[src/rtl/vga_sync_receiver_if.sv]
`default_nettype none
// ============================================================================
//  Module      : vga_sync_receiver_if
//  Description : Signal bundle between a VGA sync source and the sync
//                receiver: active-low HS/VS strobes in, reconstructed raster
//                position, lock status and measurements out.
//  Revision    : 1.0 - initial release
// ============================================================================
interface vga_sync_receiver_if;
    logic       iVGA_HS;
    logic       iVGA_VS;
    logic [9:0] oX;
    logic [9:0] oY;
    logic       oActive;
    logic       oLocked;
    logic       oFrameStart;
    logic [9:0] oLineLen;
    logic [9:0] oFrameLen;
    logic       oErr;

    // Sync source side: drives the strobes, observes the receiver.
    modport master (
        output iVGA_HS, iVGA_VS,
        input  oX, oY, oActive, oLocked, oFrameStart, oLineLen, oFrameLen, oErr
    );

    // Receiver side.
    modport slave (
        input  iVGA_HS, iVGA_VS,
        output oX, oY, oActive, oLocked, oFrameStart, oLineLen, oFrameLen, oErr
    );
endinterface
`default_nettype wire

[src/rtl/vga_sync_receiver.sv]
`default_nettype none
// ============================================================================
//  Module      : vga_sync_receiver
//  Description : Samples active-low HS/VS on the pixel clock, rebuilds the
//                raster position, measures line/frame lengths and reports
//                lock to the nominal raster.
//  Revision    : 1.0 - initial release
// ============================================================================
module vga_sync_receiver #(
    parameter int H_TOTAL     = 800,
    parameter int V_TOTAL     = 525,
    parameter int H_BACK      = 144,
    parameter int H_ACTIVE    = 640,
    parameter int V_BACK      = 35,
    parameter int V_ACTIVE    = 480,
    parameter int LOCK_FRAMES = 2
) (
    input  logic               iclk,
    input  logic               irst,
    vga_sync_receiver_if.slave vga
);
    localparam logic [9:0] CNT_MAX    = 10'h3FF;
    localparam logic [9:0] H_TOTAL_C  = 10'(H_TOTAL);
    localparam logic [9:0] V_TOTAL_C  = 10'(V_TOTAL);
    localparam logic [9:0] H_BACK_C   = 10'(H_BACK);
    localparam logic [9:0] H_END_C    = 10'(H_BACK + H_ACTIVE);
    localparam logic [9:0] V_BACK_C   = 10'(V_BACK);
    localparam logic [9:0] V_END_C    = 10'(V_BACK + V_ACTIVE);
    localparam logic [3:0] LOCK_C     = 4'(LOCK_FRAMES);

    typedef enum logic [1:0] {
        SEARCH = 2'd0,
        VERIFY = 2'd1,
        LOCKED = 2'd2
    } state_t;

    function automatic logic [9:0] sat_inc(input logic [9:0] v);
        return (v == CNT_MAX) ? v : v + 10'd1;
    endfunction

    // Bit 0 is the synchroniser flop, bit 1 the sample being processed,
    // bit 2 the previous sample for edge detection.
    logic [2:0] hs_sync_q, hs_sync_d;
    logic [2:0] vs_sync_q, vs_sync_d;
    logic [9:0] hcnt_q, hcnt_d;
    logic [9:0] vcnt_q, vcnt_d;
    logic       pend_q, pend_d;
    logic       seen_hs_q, seen_hs_d;
    logic       frame_bad_q, frame_bad_d;
    logic [3:0] good_q, good_d;
    state_t     state_q, state_d;
    logic       err_q, err_d;
    logic [9:0] ox_q, ox_d;
    logic [9:0] oy_q, oy_d;
    logic       active_q, active_d;
    logic       locked_q, locked_d;
    logic       fstart_q, fstart_d;
    logic [9:0] line_len_q, line_len_d;
    logic [9:0] frame_len_q, frame_len_d;

    logic       hs_fall;
    logic       vs_fall;
    logic       frame_start;
    logic       line_bad;
    logic       frame_len_bad;
    logic       frame_eval_bad;
    logic [9:0] line_len_new;
    logic [9:0] frame_len_new;

    // Edge detection and per-edge qualification of the measured lengths.
    assign hs_fall        = hs_sync_q[2] & ~hs_sync_q[1];
    assign vs_fall        = vs_sync_q[2] & ~vs_sync_q[1];
    assign frame_start    = hs_fall & (pend_q | vs_fall);
    assign line_len_new   = sat_inc(hcnt_q);
    assign frame_len_new  = sat_inc(vcnt_q);
    // The line ending at the first HS fall after reset is partial, so skip it.
    assign line_bad       = hs_fall & seen_hs_q & (line_len_new != H_TOTAL_C);
    assign frame_len_bad  = (frame_len_new != V_TOTAL_C);
    assign frame_eval_bad = frame_bad_q | line_bad | frame_len_bad;

    // Raster counters, pending-VS flag and length measurements.
    always_comb begin
        hs_sync_d   = {hs_sync_q[1:0], vga.iVGA_HS};
        vs_sync_d   = {vs_sync_q[1:0], vga.iVGA_VS};
        hcnt_d      = sat_inc(hcnt_q);
        vcnt_d      = vcnt_q;
        pend_d      = pend_q | vs_fall;
        seen_hs_d   = seen_hs_q | hs_fall;
        frame_bad_d = frame_bad_q | line_bad;
        line_len_d  = line_len_q;
        frame_len_d = frame_len_q;
        if (hs_fall) begin
            hcnt_d     = '0;
            line_len_d = line_len_new;
            vcnt_d     = sat_inc(vcnt_q);
        end
        if (frame_start) begin
            vcnt_d      = '0;
            pend_d      = 1'b0;
            frame_len_d = frame_len_new;
            frame_bad_d = 1'b0;
        end
    end

    // Lock state machine: acquire, qualify LOCK_FRAMES clean frames, monitor.
    always_comb begin
        state_d = state_q;
        good_d  = good_q;
        err_d   = err_q;
        case (state_q)
            SEARCH: begin
                if (frame_start) begin
                    state_d = VERIFY;
                    good_d  = '0;
                end
            end
            VERIFY: begin
                if (frame_start) begin
                    if (frame_eval_bad) begin
                        good_d = '0;
                    end else begin
                        good_d = good_q + 4'd1;
                        if (good_q + 4'd1 == LOCK_C) begin
                            state_d = LOCKED;
                        end
                    end
                end
            end
            LOCKED: begin
                // A bad line drops lock immediately rather than at frame end.
                if (line_bad || (frame_start && frame_len_bad)) begin
                    state_d = SEARCH;
                    err_d   = 1'b1;
                end
            end
            default: begin
                state_d = SEARCH;
            end
        endcase
    end

    // Output stage, computed from the post-update counters and state.
    always_comb begin
        locked_d = (state_d == LOCKED);
        active_d = locked_d
                 & (hcnt_d >= H_BACK_C) & (hcnt_d < H_END_C)
                 & (vcnt_d >= V_BACK_C) & (vcnt_d < V_END_C);
        ox_d     = active_d ? (hcnt_d - H_BACK_C) : '0;
        oy_d     = active_d ? (vcnt_d - V_BACK_C) : '0;
        fstart_d = frame_start;
    end

    // State and output registers.
    always_ff @(posedge iclk or posedge irst) begin
        if (irst) begin
            hs_sync_q   <= '0;
            vs_sync_q   <= '0;
            hcnt_q      <= '0;
            vcnt_q      <= '0;
            pend_q      <= 1'b0;
            seen_hs_q   <= 1'b0;
            frame_bad_q <= 1'b0;
            good_q      <= '0;
            state_q     <= SEARCH;
            err_q       <= 1'b0;
            ox_q        <= '0;
            oy_q        <= '0;
            active_q    <= 1'b0;
            locked_q    <= 1'b0;
            fstart_q    <= 1'b0;
            line_len_q  <= '0;
            frame_len_q <= '0;
        end else begin
            hs_sync_q   <= hs_sync_d;
            vs_sync_q   <= vs_sync_d;
            hcnt_q      <= hcnt_d;
            vcnt_q      <= vcnt_d;
            pend_q      <= pend_d;
            seen_hs_q   <= seen_hs_d;
            frame_bad_q <= frame_bad_d;
            good_q      <= good_d;
            state_q     <= state_d;
            err_q       <= err_d;
            ox_q        <= ox_d;
            oy_q        <= oy_d;
            active_q    <= active_d;
            locked_q    <= locked_d;
            fstart_q    <= fstart_d;
            line_len_q  <= line_len_d;
            frame_len_q <= frame_len_d;
        end
    end

    assign vga.oX          = ox_q;
    assign vga.oY          = oy_q;
    assign vga.oActive     = active_q;
    assign vga.oLocked     = locked_q;
    assign vga.oFrameStart = fstart_q;
    assign vga.oLineLen    = line_len_q;
    assign vga.oFrameLen   = frame_len_q;
    assign vga.oErr        = err_q;
endmodule
`default_nettype wire

[src/flat_wrapper.sv]
// flat-port wrapper written by rule: the top's interface ports become plain ports
module vga_sync_receiver_flat 
#(
    parameter int H_TOTAL     = 800,
    parameter int V_TOTAL     = 525,
    parameter int H_BACK      = 144,
    parameter int H_ACTIVE    = 640,
    parameter int V_BACK      = 35,
    parameter int V_ACTIVE    = 480,
    parameter int LOCK_FRAMES = 2
)
  (iclk, irst, vga_iVGA_HS, vga_iVGA_VS, vga_oX, vga_oY, vga_oActive, vga_oLocked, vga_oFrameStart, vga_oLineLen, vga_oFrameLen, vga_oErr);
  vga_sync_receiver_if vga_i ();
  input  logic iclk;
  input  logic irst;
  input wire logic [$bits(vga_i.iVGA_HS)-1:0] vga_iVGA_HS;
  input wire logic [$bits(vga_i.iVGA_VS)-1:0] vga_iVGA_VS;
  output wire logic [$bits(vga_i.oX)-1:0] vga_oX;
  output wire logic [$bits(vga_i.oY)-1:0] vga_oY;
  output wire logic [$bits(vga_i.oActive)-1:0] vga_oActive;
  output wire logic [$bits(vga_i.oLocked)-1:0] vga_oLocked;
  output wire logic [$bits(vga_i.oFrameStart)-1:0] vga_oFrameStart;
  output wire logic [$bits(vga_i.oLineLen)-1:0] vga_oLineLen;
  output wire logic [$bits(vga_i.oFrameLen)-1:0] vga_oFrameLen;
  output wire logic [$bits(vga_i.oErr)-1:0] vga_oErr;
  assign vga_i.iVGA_HS = vga_iVGA_HS;
  assign vga_i.iVGA_VS = vga_iVGA_VS;
  assign vga_oX = vga_i.oX;
  assign vga_oY = vga_i.oY;
  assign vga_oActive = vga_i.oActive;
  assign vga_oLocked = vga_i.oLocked;
  assign vga_oFrameStart = vga_i.oFrameStart;
  assign vga_oLineLen = vga_i.oLineLen;
  assign vga_oFrameLen = vga_i.oFrameLen;
  assign vga_oErr = vga_i.oErr;
  vga_sync_receiver #(.H_TOTAL(H_TOTAL), .V_TOTAL(V_TOTAL), .H_BACK(H_BACK), .H_ACTIVE(H_ACTIVE), .V_BACK(V_BACK), .V_ACTIVE(V_ACTIVE), .LOCK_FRAMES(LOCK_FRAMES)) u_core (.iclk(iclk), .irst(irst), .vga(vga_i));
endmodule
[config.mk]
export PLATFORM = sky130hd
export DESIGN_NAME = vga_sync_receiver_flat
export DESIGN_NICKNAME = d
export VERILOG_FILES = /design/src/rtl/vga_sync_receiver_if.sv /design/src/rtl/vga_sync_receiver.sv /design/src/flat_wrapper.sv
export SDC_FILE = /design/constraint.sdc
export NUM_CORES = 1
export LEC_CHECK = 0
export BUFFER_PORTS_ARGS = -buffer_cell sky130_fd_sc_hd__clkbuf_2
export CAP_MARGIN = 10
export CORE_ASPECT_RATIO = 1.25
export CORE_MARGIN = 2
export CORE_UTILIZATION = 40
export DETAILED_ROUTE_END_ITERATION = 8
export PLACE_DENSITY = 0.56
export SETUP_SLACK_MARGIN = 0.4
export SLEW_MARGIN = 15
export SYNTH_ARGS = -nofsm -noshare
export SYNTH_HDL_FRONTEND = slang
export SYNTH_SLANG_ARGS = --single-unit
[constraint.sdc]
create_clock -name iclk -period 6.11 [get_ports iclk]
set_clock_uncertainty 0.2 [all_clocks]
set_input_delay 0.3055 -clock iclk [delete_from_list [all_inputs] [get_ports iclk]]
set_output_delay 0.3055 -clock iclk [all_outputs]
set_load 0.05 [all_outputs]
==> out/qor.yml <==
status: "complete, no violations"
netlist_area_um2: 4040
critPathTopFamily: "compound AO/OA/AOI/OAI gates"
grt_use_total_pct: 18.9
rsz0062_at_grt: "no"
grt_pass1_wl_um: 15700
wl_um: 9420
synth.area.top_cells: "dfrtp_1, nand2_1, o21ai_0"
drive_gt1_share_pct: 21.0
synth_flop_cell: "dfrtp_1"
fill_cells: 978
clk_latency_ns: 0.34
io_buffers: 47
p_total_mw: 1.33
nNetsFinal: 465
grt_start_max_net_pins: 80
slowest_stage: "dfrtp_1"
synth_adder_area_share_pct: 2.48
clk_pin_slew_worst_paths_ns: 0.06
maxCapViolCount: 0
regArea_um2: 1980
ioPinCount: 48
num_rows: 41
final_common_cell: "dfrtp_1"
max_slew.worst_pin.slew_ns: 0.976
netlist.area_leader.share_pct: 49.0
ir_drop_v: 0.000233
ctsResizeCount: 0
cp_slowest_stage_delay_ns: 0.47
via_per_inst: 5.47
syn_area_per_cell_um2: 9.80
busiest_layer: "met2"
num_vias: 3205
layout_common_cells: "dfrtp_1, clkbuf_2, nand2_1"
fmax_mhz: 273
finalCritPeriodShare_pct: 59.9
synth-compound-area-share_pct: 19.7
seq_area_frac_synth_pct: 49.0
cts_tree: "done"
wl_per_cell_um: 16.1
first_global_vias: 3176
p_sw_uw: 394
setup_tns_ns: 0
clockBufferDepth: 2
dieHeight_um: 116
die_area_um2: 10900
r2r_setup_slack_ns: 2.45
period_needed_ns: 3.66
synth_edf_count: 0
synth_seq_cells: 79
synth_cell_types: 69
p_clk_share_pct: 40.3
clock-sinks: 79
worst-setup-path-type: "register to register"
htreeDepth: 3
grt_overflow: 0
crit_arrival_ns: 3.66
yosysTopAreaCell: "dfrtp_1"
setup_viol: 0
cp.required_ns: 6.11
slew_headroom_pct: 35.0
synth-simple-area-share_pct: 20.8
critPathCaptureType: "register"
drtIter0Drc: 199
critPathMaxFanout: 21
core_area_um2: 9950
synth_top_family_by_area: "simple AND/OR/NAND/NOR gates"
finalCoreUtilization_pct: 46.7
drt_pass1_iterations: 5
crit_buf_inv: 1
ant_nets: 0
synth_xor_xnor_area_share_pct: 2.82
slew_violations: 0
layoutNonFillerInstCount: 586
cp_cell_sequence: "ha_1 > and2_4 > nand3_1 > and3_1 > a21o_1 > ha_1 > a211oi_1 > a211oi_1 > o311ai_4 > buf_4 > nor3_1"
cts-buffers-inserted: 9
gp_congestion: 0.861
start_util_pct: 40.6
multi_input_area_um2: 1850
power.share.switching_pct: 29.6
power_density_nw_per_um2: 286
yosysWarnings: 0
area_delta_synth_final_pct: 15.2
antenna_cells: 0
async_flop_share_pct: 100
placed_cells: 569
seqPwrFrac_pct: 44.4
grt_use_met3_pct: 4.39
grtUsageMet2_pct: 32.8
final-hold-violation-count: 0
cp-start-kind: "register"
antenna_found_initial: 0
cts-root-buf: "clkbuf_16"
p_leak_nw: 2.21
postSynthCellCount: 412
combPwrFrac_pct: 15.3
die_w_um: 93.9
synth.area.mux_share_pct: 0
grt_use_met1_pct: 22.1
syn-num-nets: 424
p_int_uw: 938
min_path_type: "input pin to async pin"
hpwlAfterDp_um: 6750
drc: 0
power by group through the flow:
| stage | clock, mW | combinational (mW) | sequential [mW] |
|---|---|---|---|
| after floorplan | 0 | 0.114 | 0.641 |
| after global placement | 0 | 0.205 | 0.597 |
| after detailed placement | 0 | 0.207 | 0.600 |
| after CTS | 0.551 | 0.208 | 0.591 |
| after global routing | 0.574 | 0.227 | 0.596 |
| final | 0.537 | 0.204 | 0.591 |
kinds of logic (layout without fill, tap and decap cells):
| kind of cell | after synthesis | count (layout) |
|---|---|---|
| and+or+nand+nor | 158 | 158 |
| AOI/OAI and AO/OA | 112 | 112 |
| DFF | 79 | 79 |
| buffers and inverters | 42 | 87 |
| xor gates and xnor gates | 13 | 13 |
| adders and majority gates | 8 | 8 |
synthesized netlist by cell type, types with 3 or more instances:
library cell and n:
dfrtp_1 79, nand2_1 38, nor2_1 35, o21ai_0 27, a21oi_1 18, inv_1 16, nand3_1 14, a21o_1 9
and3_1 9, nand4_1 9, nor3_1 9, a31oi_1 8, buf_2 8, clkbuf_1 8, ha_1 8, nor2b_1 8
xnor2_1 8, nor2_2 6, and4_1 5, buf_6 5, xor2_1 5, a211oi_1 4, a21oi_2 4, nand2b_1 4
o21ai_1 4, o31ai_1 4, o211ai_1 3, o22ai_1 3
worst paths after layout:
check,start,end,cells past startpoint
max in group asynchronous,irst,u_core.vga.oFrameLen[3]$_DFFE_PP0P_,3
setup / recovery,u_core.vcnt_q[0]$_DFF_PP0_,u_core.vga.oY[7]$_DFF_PP0_,11
min in group iclk,u_core.hs_sync_q[0]$_DFF_PP0_,u_core.hs_sync_q[1]$_DFF_PP0_,0
hold reg to reg,u_core.hs_sync_q[0]$_DFF_PP0_,u_core.hs_sync_q[1]$_DFF_PP0_,0
setup reg to reg,u_core.vcnt_q[0]$_DFF_PP0_,u_core.vga.oY[7]$_DFF_PP0_,11
hold / removal,irst,u_core.hs_sync_q[0]$_DFF_PP0_,3
sequential cells by signal, summed over array words and instances, names as in the netlist, 2 cells and up:
signal	cells
u_core.state_q	2
u_core.vga.oFrameLen	10
u_core.good_q	4
u_core.vga.oY	10
u_core.hs_sync_q	3
u_core.vs_sync_q	3
u_core.vcnt_q	10
u_core.vga.oLineLen	10
u_core.vga.oX	10
u_core.hcnt_q	10
worst register-to-register path: stages, from the launching register on:
cell,delay (ns)
dfrtp_1,0.47
ha_1,0.34
and2_4,0.28
nand3_1,0.19
and3_1,0.26
a21o_1,0.18
ha_1,0.23
a211oi_1,0.47
a211oi_1,0.22
o311ai_4,0.23
buf_4,0.35
nor3_1,0.11
final cells by class:
cell class              count  area share (%)
clock buffers              11            5.22
clock inverters             4            1.18
inverters                  18            1.48
multi-input cells         291            39.8
flip-flops and latches     79            42.5
well taps                 129            3.47
repair buffers             54            6.30
per-layer routing:
layer,part of all wire (%),vias to the layer above
met3,3.9,17
met1,42,1555
li1,-,1563
met2,52,70
met5,0,-
met4,2.5,0
through the flow:
stage	cell area (um2)	setup WS, ns	hold WS (ns)
floorplan	4040	2.98	0.131
finish	4650	2.45	0.0464
CTS	4650	2.45	0.0967
global placement	4330	2.56	0.132
detailed placement	4330	2.47	0.138
global route	4650	2.15	0.156
what timing repair did:
| item | 4_1_cts | 5_1_grt |
|---|---|---|
| buffers inserted | 0 | 0 |
| hold endpoints to repair | 2 | 0 |
| hold buffers | 2 | 0 |
(Power assumes the default switching activity.)
